`src/rtl/data_mem_lsu.sv`:
```
// data_mem_lsu: load/store unit bridging the memory stage to a word-addressed data memory.
// One request in flight; lane-aligned byte enables, sign/zero-extended loads, misalign/illegal/timeout faults.
`default_nettype none

module data_mem_lsu #(
   parameter int N       = 32,
   parameter int ADDR_W  = 32,
   parameter int TIMEOUT = 16
) (
   input  logic              clk,
   input  logic              rst_n,
   input  logic              req_valid,
   output logic              req_ready,
   input  logic [6:0]        opcode,
   input  logic [2:0]        funct3,
   input  logic [ADDR_W-1:0] addr,
   input  logic [N-1:0]      wdata,
   output logic              rsp_valid,
   input  logic              rsp_ready,
   output logic [N-1:0]      rdata,
   output logic [1:0]        rsp_fault,
   output logic              mem_req,
   output logic              mem_we,
   output logic [ADDR_W-1:0] mem_addr,
   output logic [N/8-1:0]    mem_be,
   output logic [N-1:0]      mem_wdata,
   input  logic [N-1:0]      mem_rdata,
   input  logic              mem_ack
);

   localparam int NB      = N / 8;
   localparam int OFF_W   = $clog2(NB);
   localparam int CNT_W   = (TIMEOUT > 0) ? $clog2(TIMEOUT + 1) : 1;
   localparam int TO_LAST = (TIMEOUT > 0) ? TIMEOUT - 1 : 0;

   localparam logic [6:0] OP_LOAD  = 7'b0000011;
   localparam logic [6:0] OP_STORE = 7'b0100011;

   localparam logic [1:0] FLT_OK    = 2'b00;
   localparam logic [1:0] FLT_ALIGN = 2'b01;
   localparam logic [1:0] FLT_TMO   = 2'b10;
   localparam logic [1:0] FLT_ILL   = 2'b11;

   typedef enum logic [1:0] {
      IDLE  = 2'd0,
      ISSUE = 2'd1,
      RESP  = 2'd2
   } state_t;

   state_t state, state_nx;

   logic              is_load, is_store, legal, misal;
   logic [1:0]        size;
   logic [OFF_W-1:0]  off;
   logic [7:0]        be8;
   logic [63:0]       dmask64;
   logic [NB-1:0]     be_nx;
   logic [N-1:0]      wdata_nx;

   logic              ld_q;
   logic [2:0]        f3_q;
   logic [OFF_W-1:0]  off_q;
   logic [CNT_W-1:0]  cnt;
   logic [N-1:0]      rd_shift;
   logic [63:0]       rd64, ext64;
   logic [N-1:0]      ld_data;
   logic              timeout_hit;

   assign size = funct3[1:0];
   assign off  = addr[OFF_W-1:0];

   // Request decode: legality by opcode/funct3, then natural alignment by size.
   always_comb begin
      is_load  = (opcode == OP_LOAD);
      is_store = (opcode == OP_STORE);
      legal    = 1'b0;
      if (is_load) begin
         case (funct3)
            3'b000, 3'b001, 3'b010, 3'b100, 3'b101: legal = 1'b1;
            3'b011, 3'b110:                         legal = (N == 64);
            default:                                legal = 1'b0;
         endcase
      end else if (is_store) begin
         case (funct3)
            3'b000, 3'b001, 3'b010: legal = 1'b1;
            3'b011:                 legal = (N == 64);
            default:                legal = 1'b0;
         endcase
      end
      case (size)
         2'd1:    misal = addr[0];
         2'd2:    misal = |addr[1:0];
         2'd3:    misal = |addr[2:0];
         default: misal = 1'b0;
      endcase
   end

   always_comb begin
      case (size)
         2'd0:    begin be8 = 8'h01; dmask64 = 64'h0000_0000_0000_00FF; end
         2'd1:    begin be8 = 8'h03; dmask64 = 64'h0000_0000_0000_FFFF; end
         2'd2:    begin be8 = 8'h0F; dmask64 = 64'h0000_0000_FFFF_FFFF; end
         default: begin be8 = 8'hFF; dmask64 = 64'hFFFF_FFFF_FFFF_FFFF; end
      endcase
   end

   assign be_nx    = be8[NB-1:0] << off;
   assign wdata_nx = (wdata & dmask64[N-1:0]) << {off, 3'b000};

   // Load return path: bring the addressed lane down to bit 0, then extend.
   assign rd_shift = mem_rdata >> {off_q, 3'b000};
   assign rd64     = 64'(rd_shift);

   always_comb begin
      case (f3_q[1:0])
         2'd0:    ext64 = {{56{~f3_q[2] & rd64[7]}},  rd64[7:0]};
         2'd1:    ext64 = {{48{~f3_q[2] & rd64[15]}}, rd64[15:0]};
         2'd2:    ext64 = {{32{~f3_q[2] & rd64[31]}}, rd64[31:0]};
         default: ext64 = rd64;
      endcase
   end

   assign ld_data     = ext64[N-1:0];
   assign timeout_hit = (TIMEOUT != 0) && (cnt == CNT_W'(TO_LAST)) && !mem_ack;

   assign req_ready = (state == IDLE);
   assign rsp_valid = (state == RESP);
   assign mem_req   = (state == ISSUE);

   always_ff @(posedge clk or negedge rst_n) begin
      if (!rst_n) state <= IDLE;
      else        state <= state_nx;
   end

   always_comb begin
      state_nx = state;
      case (state)
         IDLE:    if (req_valid) state_nx = (!legal || misal) ? RESP : ISSUE;
         ISSUE:   if (mem_ack || timeout_hit) state_nx = RESP;
         RESP:    if (rsp_ready) state_nx = IDLE;
         default: state_nx = IDLE;
      endcase
   end

   always_ff @(posedge clk or negedge rst_n) begin
      if (!rst_n) begin
         ld_q      <= 1'b0;
         f3_q      <= 3'b000;
         off_q     <= '0;
         cnt       <= '0;
         mem_we    <= 1'b0;
         mem_addr  <= '0;
         mem_be    <= '0;
         mem_wdata <= '0;
         rdata     <= '0;
         rsp_fault <= FLT_OK;
      end else begin
         case (state)
            IDLE: begin
               if (req_valid) begin
                  ld_q  <= is_load;
                  f3_q  <= funct3;
                  off_q <= off;
                  cnt   <= '0;
                  rdata <= '0;
                  if (!legal) begin
                     rsp_fault <= FLT_ILL;
                  end else if (misal) begin
                     rsp_fault <= FLT_ALIGN;
                  end else begin
                     rsp_fault <= FLT_OK;
                     mem_addr  <= {addr[ADDR_W-1:OFF_W], {OFF_W{1'b0}}};
                     mem_we    <= is_store;
                     mem_be    <= be_nx;
                     mem_wdata <= is_store ? wdata_nx : '0;
                  end
               end
            end
            ISSUE: begin
               if (mem_ack) begin
                  rdata     <= ld_q ? ld_data : '0;
                  rsp_fault <= FLT_OK;
                  mem_we    <= 1'b0;
               end else begin
                  cnt <= cnt + CNT_W'(1);
                  if (timeout_hit) begin
                     rdata     <= '0;
                     rsp_fault <= FLT_TMO;
                     mem_we    <= 1'b0;
                  end
               end
            end
            RESP: begin
               if (rsp_ready) cnt <= '0;
            end
            default: ;
         endcase
      end
   end

endmodule

`default_nettype wire

```
`config.mk`:
```
export PLATFORM = sky130hd
export DESIGN_NAME = data_mem_lsu
export DESIGN_NICKNAME = d
export VERILOG_FILES = /design/src/rtl/data_mem_lsu.sv
export SDC_FILE = /design/constraint.sdc
export NUM_CORES = 1
export LEC_CHECK = 0
export ABC_AREA = 1
export CAP_MARGIN = 20
export CORE_MARGIN = 3
export CORE_UTILIZATION = 41
export DETAILED_ROUTE_END_ITERATION = 8
export GPL_TIMING_DRIVEN = 1
export PLACE_DENSITY = 0.78
export SYNTH_ARGS = -nofsm -noshare
export SYNTH_HDL_FRONTEND = slang
export SYNTH_SLANG_ARGS = --single-unit
```
`constraint.sdc`:
```
create_clock -name clk -period 1.69 [get_ports clk]
set_input_delay 0.338 -clock clk [delete_from_list [all_inputs] [get_ports clk]]
set_output_delay 0.338 -clock clk [all_outputs]
set_load 0.05 [all_outputs]
```
==> reports/metrics.yaml <==
synth_enable_flop_cells: 0
gp_routability_congestion: 0.897
cp-start-kind: "flip-flop"
postPlaceCellArea_mm2: 0.00828
floorplan.die.width_um: 126
layout-drive-gt1-share_pct: 21.2
io_pins: 217
pre_cts_slack_ps: -436
min_period_over_period_pct: 97.4
worst_hold_path.endpoint: "mem_be[0]$_DFFE_PN0P_"
setup-violations-final: 0
grt_first_pass_wirelength_um: 30900
hpwlAfterDp_um: 13400
timing_worst_setup_path_type: "flip-flop to output pin"
clk_latency_ps: 410
syn_inst: 789
route.vias.total: 6195
layout.nets: 1154
synthToLayoutAreaGrowth_pct: 54.6
max_cap_check_violation_count: 0
compound_gate_fraction_of_synth_area_pct: 9.67
hold_start: "addr[0]"
cts.root.buffer_cell: "sky130_fd_sc_hd__clkbuf_16"
crit_fanout: 4
layout_commonest_cell: "sky130_fd_sc_hd__nand2_1"
crit-reg2reg-capture: "rdata[6]$_DFFE_PN0P_"
clk_path_buf_depth: 2
synth_area_mm2: 0.00586
min_path_type: "primary input to flip-flop"
first_global_vias: 6053
synth-warning-count: 0
grt_antenna_before_repair: 0
numPortBuffers: 214
period_minus_slack_ps: 1650
min_delay_path_depth: 4
netlist-cell-type-count: 33
clock_sink_count: 114
placementRows: 43
clock_tree.htree_level_count: 4
worstRegToRegCells: 9
yosysSeqAreaShare_pct: 48.7
path_cells: "inv_2 -> nor2_4 -> buf_6 -> buf_12"
detailedRoute.firstPassIterationCount: 5
pins_over_slew_limit: 0
synth_seq_cells: 114
fin_tns_setup_ps: 0
leakage_nw: 4.72
power_density_normalized_to_cell_area_mw_per_mm2: 1110
status: "complete, no violations"
critPathArrivalTime_ps: 1310
diodes: 0
drc: 0
yosys-mux-area-fraction_pct: 0.854
layout.core_utilization_pct: 65.0
detail_route.vias_per_cell: 5.02
worst_reg2reg_setup_slack_ps: 70
routed_wirelength_um: 19100
floorplan.initialDensity_pct: 42.1
n_fill_cell: 1163
grt_use_total_pct: 24.2
report.final.hold_viol_count: 0
synth_top_family_by_area: "simple AND/OR/NAND/NOR gates"
critical_path.reg2reg.startpoint: "cnt[0]$_DFFE_PN0P_"
drt_iter0_drc: 539
critPathMaxStageDelay_ps: 420
design_area_mm2: 0.00906
max_clock_freq_mhz: 607
hold_slack_ps: 371
synthAdderAreaFrac_pct: 0.427
grt_remaining_overflow: 0
cts_inserted_buffers: 17
rsz0062_at_grt: "true"
crit_path_end_kind: "output pin"
synth.avg_cell_area_um2: 7.43
postRouteAntennaNets: 0
grt_max_degree: 87
clock_skew_ps: 7.87
core_area_mm2: 0.0139
seq_area_mm2: 0.00286
setup_slack_after_layout_ps: 43.6
yosys.area_share.xor_xnor_pct: 0.149
ys.flop_type: "sky130_fd_sc_hd__dfrtp_1"
commonest_non_fill_non_tap_cells_in_the_layout: "375 x sky130_fd_sc_hd__nand2_1, 153 x sky130_fd_sc_hd__buf_4, 112 x sky130_fd_sc_hd__dfrtp_1"
routedWlPerCell_um: 15.5
synth_simple_gate_area_share_pct: 33.4
cp_data_required_time_ps: 1350
fp.dieArea_mm2: 0.0158
multi_input_comb_area_mm2: 0.00265
cpMaxStageDelayCell: "sky130_fd_sc_hd__dfrtp_2"
die_h_um: 126
tritoncts: "built"
ir_drop_v: 0.000755
synth-async-reset-ratio_pct: 100
cts.clk_slew.worst_paths_ps: 50
## per-layer routing
layer / global-route usage, % / share of wire [%] / vias to the layer above
met1: 32.2 / 41 / 2817
met5: 0 / 0 / -
met4: 8.29 / 1.8 / 0
met2: 38.5 / 48 / 315
met3: 6.41 / 9.5 / 34
li1: - / - / 3029
## repair_timing
item                                    CTS  global route
endpoints found under the setup margin   16            97
buffers inserted                          0             5
pin swaps                                 0             4
gates resized for setup                   2            20
gates cloned                              0             2
hold buffers                              1             0
endpoints found under the hold margin    91             0
## how the worst max path moves through the flow
stage,start,endpoint,cells past startpoint
detailed placement,addr[0],mem_be[2]$_DFFE_PN0P_,8
global placement,addr[0],mem_be[1]$_DFFE_PN0P_,8
global route,cnt[0]$_DFFE_PN0P_,rdata[4]$_DFFE_PN0P_,9
floorplan,cnt[0]$_DFFE_PN0P_,state[1]$_DFFE_PN0P_,11
CTS,state[0]$_DFFE_PN0P_,mem_req,4
finish,state[0]$_DFFE_PN0P_,mem_req,4
## through the flow
| stage | power, mW | instances |
|---|---|---|
| 6_report | 10.1 | 1233 |
| 5_1_grt | 10.6 | 1233 |
| 4_1_cts | 10.0 | 1226 |
| 3_5_place_dp | 6.19 | 1194 |
| 3_3_place_gp | 6.15 | 1194 |
| 2_1_floorplan | 4.87 | 790 |
## final cells by class
type / count / share of cell area [%]
clock inverter: 9 / 1.71
tap: 180 / 2.49
timing repair buffer: 279 / 28.3
multi-input combinational: 592 / 29.3
clock buffer: 22 / 5.12
inverter: 37 / 1.56
sequential: 114 / 31.5
## power by group
part	internal [mW]	switching, mW	total [mW]
Clock	2.53	1.24	3.77
Combinational	1.31	2.04	3.36
Sequential	2.87	0.104	2.97
Total	6.71	3.39	10.1
## synthesized netlist by cell type (2+ instances only)
cell / count / area (um2)
sky130_fd_sc_hd__nor2_1: 12 / 45.0
sky130_fd_sc_hd__a21oi_1: 18 / 90.1
sky130_fd_sc_hd__a32o_1: 5 / 50.1
sky130_fd_sc_hd__nand2_1: 378 / 1420
sky130_fd_sc_hd__o21ai_0: 45 / 225
sky130_fd_sc_hd__nor3_1: 17 / 85.1
sky130_fd_sc_hd__inv_2: 3 / 11.3
sky130_fd_sc_hd__dfrtp_1: 114 / 2850
sky130_fd_sc_hd__ha_1: 2 / 25.0
sky130_fd_sc_hd__nor2_2: 4 / 25.0
sky130_fd_sc_hd__buf_4: 7 / 52.6
sky130_fd_sc_hd__o21ai_1: 21 / 105
sky130_fd_sc_hd__nor2_4: 2 / 22.5
sky130_fd_sc_hd__clkinv_1: 3 / 11.3
sky130_fd_sc_hd__nand3_1: 64 / 320
sky130_fd_sc_hd__buf_2: 10 / 50.1
sky130_fd_sc_hd__inv_1: 31 / 116
sky130_fd_sc_hd__o31ai_1: 5 / 37.5
sky130_fd_sc_hd__nand3_2: 2 / 20.0
sky130_fd_sc_hd__mux2i_1: 5 / 50.1
sky130_fd_sc_hd__buf_6: 6 / 67.6
sky130_fd_sc_hd__o22ai_1: 2 / 12.5
sky130_fd_sc_hd__clkbuf_1: 23 / 86.3
## worst max-delay path: cells and delay by family, from the launching register on
kind	cells	cell delay, ps
flip-flops	1	420
buffers and inverters	3	330
AND/OR/NAND/NOR	1	150
## registers in the layout, indices dropped and copies added (netlist names)
signal and count:
ld_q 1, mem_addr 30, mem_we 1, cnt 5, state 2, off_q 2
mem_be 4, rdata 32, mem_wdata 32, rsp_fault 2, f3_q 3
## cells by family (layout without fill, tap and decap cells)
group / after synthesis / count (layout)
and+or+nand+nor: 481 / 481
other: 1 / 2
adders and majority gates: 2 / 2
buffers and inverters: 84 / 347
xor gates and xnor gates: 1 / 1
AOI/OAI and AO/OA: 101 / 101
muxes: 5 / 5
DFF: 114 / 114
(Power assumes the default switching activity.)
